<file path="src/rtl/mem_port_arbiter.sv">
// Arbitrates the shared memory port between instruction fetch and the data stage.
// Data has priority; a saturating wait counter forces a fetch grant after MAX_WAIT data grants.
module mem_port_arbiter #(
    parameter int unsigned ADDR_W   = 32,
    parameter int unsigned DATA_W   = 32,
    parameter int unsigned MAX_WAIT = 4
) (
    input  logic              clock,
    input  logic              reset,
    input  logic              i_req,
    input  logic [ADDR_W-1:0] i_addr,
    input  logic              i_flush,
    output logic              i_ready,
    output logic [DATA_W-1:0] i_rdata,
    input  logic              d_req,
    input  logic              d_we,
    input  logic              d_byte,
    input  logic [ADDR_W-1:0] d_addr,
    input  logic [DATA_W-1:0] d_wdata,
    output logic              d_ready,
    output logic [DATA_W-1:0] d_rdata,
    output logic              mem_req,
    output logic              mem_we,
    output logic              mem_byte,
    output logic [ADDR_W-1:0] mem_addr,
    output logic [DATA_W-1:0] mem_wdata,
    input  logic              mem_ack,
    input  logic [DATA_W-1:0] mem_rdata
);

    localparam logic [3:0] MAX_WAIT_C = 4'(MAX_WAIT);

    typedef enum logic [2:0] {
        IDLE,
        SERVE_I,
        SERVE_D,
        RESP_I,
        RESP_D
    } state_t;

    state_t     state, state_nx;
    logic [3:0] wait_cnt;
    logic       drop;
    logic       fetch_ok;
    logic       starve;

    assign fetch_ok = i_req && !i_flush;
    assign starve   = fetch_ok && (wait_cnt >= MAX_WAIT_C);

    always_ff @(posedge clock or negedge reset) begin
        if (!reset) begin
            state <= IDLE;
        end else begin
            state <= state_nx;
        end
    end

    always_comb begin
        state_nx = state;
        mem_req  = 1'b0;
        i_ready  = 1'b0;
        d_ready  = 1'b0;
        case (state)
            IDLE: begin
                if (d_req && !starve) begin
                    state_nx = SERVE_D;
                end else if (fetch_ok) begin
                    state_nx = SERVE_I;
                end
            end
            SERVE_I: begin
                mem_req = 1'b1;
                if (mem_ack) begin
                    // a flush seen at any point of the access squashes the response
                    state_nx = (drop || i_flush) ? IDLE : RESP_I;
                end
            end
            SERVE_D: begin
                mem_req = 1'b1;
                if (mem_ack) begin
                    state_nx = RESP_D;
                end
            end
            RESP_I: begin
                i_ready  = !i_flush;
                state_nx = IDLE;
            end
            RESP_D: begin
                d_ready  = 1'b1;
                state_nx = IDLE;
            end
            default: state_nx = IDLE;
        endcase
    end

    always_ff @(posedge clock or negedge reset) begin
        if (!reset) begin
            mem_we    <= 1'b0;
            mem_byte  <= 1'b0;
            mem_addr  <= '0;
            mem_wdata <= '0;
            i_rdata   <= '0;
            d_rdata   <= '0;
            wait_cnt  <= '0;
            drop      <= 1'b0;
        end else begin
            case (state)
                IDLE: begin
                    if (state_nx == SERVE_D) begin
                        mem_we    <= d_we;
                        mem_byte  <= d_byte;
                        mem_addr  <= d_addr;
                        mem_wdata <= d_wdata;
                        if (fetch_ok) begin
                            if (wait_cnt != 4'd15) begin
                                wait_cnt <= wait_cnt + 4'd1;
                            end
                        end else if (!i_req) begin
                            wait_cnt <= '0;
                        end
                    end else if (state_nx == SERVE_I) begin
                        mem_we    <= 1'b0;
                        mem_byte  <= 1'b0;
                        mem_addr  <= i_addr;
                        mem_wdata <= '0;
                        wait_cnt  <= '0;
                        drop      <= 1'b0;
                    end else if (!i_req) begin
                        wait_cnt <= '0;
                    end
                end
                SERVE_I: begin
                    if (i_flush) begin
                        drop <= 1'b1;
                    end
                    if (mem_ack && !drop && !i_flush) begin
                        i_rdata <= mem_rdata;
                    end
                end
                SERVE_D: begin
                    if (mem_ack) begin
                        d_rdata <= mem_rdata;
                    end
                end
                default: ;
            endcase
        end
    end

endmodule

</file>
<file path="config.mk">
export PLATFORM = sky130hd
export DESIGN_NAME = mem_port_arbiter
export DESIGN_NICKNAME = d
export VERILOG_FILES = /design/src/rtl/mem_port_arbiter.sv
export SDC_FILE = /design/constraint.sdc
export NUM_CORES = 1
export LEC_CHECK = 0
export ABC_AREA = 1
export CAP_MARGIN = 15
export CORE_ASPECT_RATIO = 0.8
export CORE_MARGIN = 2
export CORE_UTILIZATION = 35
export DETAILED_ROUTE_END_ITERATION = 8
export GPL_TIMING_DRIVEN = 0
export PLACE_DENSITY = 0.69
export SYNTH_ARGS = -nofsm -noshare
export SYNTH_HDL_FRONTEND = slang
export SYNTH_SLANG_ARGS = --single-unit
</file>
<file path="constraint.sdc">
create_clock -name clock -period 5.15 [get_ports clock]
set_clock_uncertainty 0.15 [all_clocks]
set_input_delay 1.03 -clock clock [delete_from_list [all_inputs] [get_ports clock]]
set_output_delay 1.03 -clock clock [all_outputs]
set_load 0.01 [all_outputs]
</file>
# Word-level counts from Yosys, hierarchy flattened
# Index checks and enable logic that the tools add are counted.
[op_classes]
add_sub_neg = 1
order_cmp = 1
eq_ne = 11
n_mux = 24
reduce_logical = 18
[op_table]
columns = ["cell", "n"]
rows = [
  ["$mux W32", 4],
  ["$mux W4", 5],
  ["$mux W3", 4],
  ["$eq A3 B2 Y1 const B", 3],
  ["$pmux W3 S3", 1],
  ["$mux W1", 8],
  ["$reduce_and A2 Y1", 4],
  ["$eq A3 B1 Y1 const B", 2],
  ["$ne A2 B2 Y1 const B", 3],
  ["$logic_and A1 B1 Y1", 5],
  ["$add A4 B1 Y4 const B", 1],
  ["$ge A4 B3 Y1 const B", 1],
  ["$ne A4 B4 Y1 const B", 1],
  ["$reduce_and A4 Y1", 1],
  ["$reduce_bool A2 Y1", 2],
  ["$eq A3 B3 Y1 const B", 1],
  ["$logic_not A1 Y1", 3],
  ["$logic_not A3 Y1", 1],
  ["$ne A3 B2 Y1 const B", 1],
  ["$mux W2", 1],
  ["$pmux W1 S2", 1],
  ["$reduce_or A2 Y1", 1],
  ["$logic_or A1 B1 Y1", 1],
]
[word_totals]
register_bits = 138
inputBits = 136
wordCells = 64

# Logic depth before layout (Yosys ltp)
[logic_depth]
word_depth = 11
mapped_depth = 12
depth_no_buf = 11

# Worst setup path after synthesis
# Ideal clock, no wire load.
[synth_timing]
kind = "input to output"
from = "input i_flush"
to = "output i_ready"
arrival_time_ps = 1486
t_required_ps = 3970
slack_ps = 2484
path_stages = 2
path_buffers = 1
path_cell_list = "buf_2 nor3_1"
[synth_between]
elab_chain_len = 2
[synth_lines]
columns = ["element", "line", "rtl"]
rows = [
  ["from (decl)", "12", "input logic i_flush,"],
  ["$logic_not A1 Y1", "85", "i_ready = !i_flush;"],
  ["$mux W1", "63", "case (state)"],
  ["to (decl)", "13", "output logic i_ready,"],
]
# Every way passes these cells.

# Final worst setup path
# Same ends and word-level chain as after synthesis.

==> summary.md <==
| Metric | Value |
|---|---|
| Final worst path period need | `~3.2 ns` |
| Max-Cap Viols | `0` |
| Worst EP required | `just under 4 ns` |
| Vias in the first global route | `roughly 5900` |
| Worst hold path type | `flop to flop` |
| Core Footprint | `approximately 17000 um^2` |
| Reg2reg start | `state[0]` |
| Number of antenna diodes | `0` |
| Slew @ Worst Pin | `approximately 0.61 ns` |
| Cells after DPL | `between 1000 and 1500` |
| Die span in x | `between 150 and 200 um` |
| CP Capture Type | `output pin` |
| Hold Slack | `approximately 0.33 ns` |
| Endpoints failing hold | `0` |
| Commonest cells post-synth | `nand2_1 (229), dfrtp_1 (138), inv_1 (75), o21ai_0 (68), nand3_1 (43)` |
| Fillers | `roughly 1600` |
| FFs w/ async S/R, synth | `100%` |
| CTS buffer count | `17` |
| Cell with the most instances after synthesis | `nand2_1` |
| Layout cells sized above 1 | `~6.7%` |
| Drt wl/cell | `~15 um` |
| Achievable Freq | `around 320 MHz` |
| Post-Syn Area | `6090 um^2` |
| Slowest stage delay, CP | `between 0.5 and 0.6 ns` |
| Part of the power in registers | `32.8%` |
| Clock Sink Count | `between 100 and 150` |
| Crit Path Class | `input port to output pin` |
| Final TNS setup | `0 ns` |
| Drt drc | `0` |
| Vias per cell | `4.64` |
| Die Area | `approximately 18000 um^2` |
| Max VDD drop | `between 300 and 400 uV` |
| Tcrit/Tclk final | `~60%` |
| Clk network pwr share | `21.6%` |
| Post-synth EDFFs | `0` |
| Syn Inst Count | `just over 700` |
| Prevailing post-synth register cell | `dfrtp_1` |
| Initial antenna violation count | `0` |
| Unique masters post-synth | `25` |
| Initial DRT Pass Iterations | `4` |
| Top Ports | `269` |
| Post-synth top area share | `a little under three fifths` |
| Largest net degree at the start of global routing | `96` |
| Final setup viols | `0` |
| CTS Hold Buffers Added | `0` |
| Area Overhead vs Synth | `58.6%` |
| Global Route Usage Sum | `20.8%` |
| RSZ-0062 raised after global routing | `no` |
| H-tree depth | `4` |
| Sw Share | `36.5%` |
| Max Buffers Root-to-Sink | `2` |
| Detail Placement HPWL | `around 14000 um` |
| PortBufs | `roughly 270` |
| CP Launch Type | `input port` |
| Slowest CP cell | `clkdlybuf4s50_1` |
| Detailed Route Iter0 Violations | `243` |
| DR vias | `5769` |
| Final Max Slew Viols | `0` |
| Status | `finished, final reports clean` |
| Critical path fanouts, max | `8` |
| CP arrival | `1.98 ns` |
| Fin nets | `between 1000 and 1500` |
| Leakage | `between 4 and 5 nW` |
| Area leader, netlist | `dfrtp_1` |
| Initial Utilization | `a little over a third` |
| Avg Synthesized Cell Area | `8.48 um^2` |
| CTS tree | `done` |
| Flop2flop setup slack | `2.95 ns` |
| Multi-input logic area | `around 2100 um^2` |
| Combinational power share | `between 40% and 50%` |
| R2R Path End | `mem_addr[28]` |
| Seq/Total Area, Yosys | `between 50% and 60%` |
| Reg2reg path depth | `7` |
| Placement Cell Area | `9070 um^2` |
| Pint | `3.56 mW` |
| Power Density | `580 nW/um^2` |
| Crit-path cells | `buf_2 > nor3_1 > clkdlybuf4s50_1` |
| Number of placement rows | `between 40 and 50` |
| Fin util | `between 50 and 60%` |
| Root buffer cell | `clkbuf_16` |
| First-pass GRT wire length | `about 30000 um` |
| Die Height | `122 um` |
| Total wire length | `roughly 19000 um` |
| GR Overflow Total | `0` |
| Max-slew headroom | `between 50% and 60%` |
| Final ANT Viol Nets | `0` |
| Hold EP | `i_rdata[31]` |
| Synthesis-stage register bit count | `~140` |
| Fin area | `between 9000 and 10000 um^2` |
| GPL Wtd Cong | `around 0.85` |
| Clock Pin Slew Worst Setup and Hold Paths | `0.06 ns` |
| Post-CTS Setup Bufs | `0` |
| Synth top area cells | `dfrtp_1 (57%), nand2_1 (14%), o21ai_0 (5.6%), inv_1 (4.6%), nand3b_1 (4.2%)` |
| Syn nets | `between 800 and 900` |
| Hold_sp | `i_rdata[31]` |
| Psw | `a little over 2 mW` |
| Cts repair resizes | `0` |
| Storage cell area | `approximately 3500 um^2` |
| Final cell count without fillers | `around 1200` |
| Synth warn | `0` |
| Worst skew pair latency | `between 0.4 and 0.5 ns` |
| Min-Delay Path Depth | `2` |
[cell families (layout without fill, tap and decap cells)]
family                     count (synthesis)  in the layout  share of synthesized area [%]
AOI/OAI and AO/OA                        102            102                           8.53
adders and majority gates                  1              1                          0.205
buffers and inverters                    118            418                           8.24
DFF                                      138            138                           56.7
and+or+nand+nor                          359            359                           26.3
[sequential cells by signal, summed over array words and instances, names as in the netlist]
signal and flops:
drop 1, mem_we 1, d_rdata 32, wait_cnt 4
mem_wdata 32, mem_addr 32, mem_byte 1, i_rdata 32
state 3
[power groups by stage]
stage | Combinational (mW) | Clock [mW] | Sequential, mW
after floorplan | 0.967 | 0 | 2.04
after CTS | 2.58 | 1.23 | 1.84
final | 2.55 | 1.21 | 1.84
after global routing | 2.82 | 1.28 | 1.90
after detailed placement | 2.57 | 0 | 1.84
after global placement | 2.55 | 0 | 1.84
[worst max-delay path by stage]
stage             from             to  slack, ns
4_1_cts        i_flush        i_ready       1.96
6_report       i_flush        i_ready       1.99
2_1_floorplan  i_flush        i_ready       2.48
3_5_place_dp     i_req   mem_addr[28]       1.91
3_3_place_gp     reset  mem_wdata[29]      -2.82
5_1_grt        i_flush        i_ready       1.95
[cells in the final DEF, fill, tap and decap left out, drive strengths merged]
cell type / n
clkdlybuf4s50: 266
nand2: 236
dfrtp: 138
inv: 84
o21ai: 68
nand3: 45
nor2: 41
nand3b: 34
clkbuf: 34
a21oi: 32
buf: 26
clkinv: 6
nor3: 2
a22o: 1
nand4: 1
a32o: 1
ha: 1
clkinvlp: 1
bufinv: 1
[per-layer routing]
layer  vias to the layer above  part of all wire (%)  wire length (um)  global-route usage (%)
li1                       2835                     -                 -                       -
met2                       229                    44              8300                    32.4
met3                        31                    12              2300                    9.93
met1                      2674                    42              7960                    25.3
met5                         -                     0                 0                       0
met4                         0                   2.0               378                    7.35
[through the flow]
stage                     total power, mW  worst slack, ns
after floorplan                      3.01             2.48
after global placement               4.39            -2.82
after CTS                            5.65             1.96
after global routing                 6.00             1.95
after detailed placement             4.42             1.91
final                                5.60             1.99
[area by class of cell]
type / instances / area share [%]
Buffer: 39 / 2.10
Clock buffer: 19 / 4.69
Clock inverter: 13 / 1.37
Inverter: 79 / 3.10
Multi-Input combinational cell: 462 / 22.1
Sequential cell: 138 / 35.8
Tap cell: 225 / 2.91
Timing Repair Buffer: 268 / 28.0
[worst max-delay path, delay by kind of cell]
family        cells  cell delay, ns
buf+inv           2            0.73
simple gates      1            0.21
Note: power is estimated with default switching activity, not from simulation.
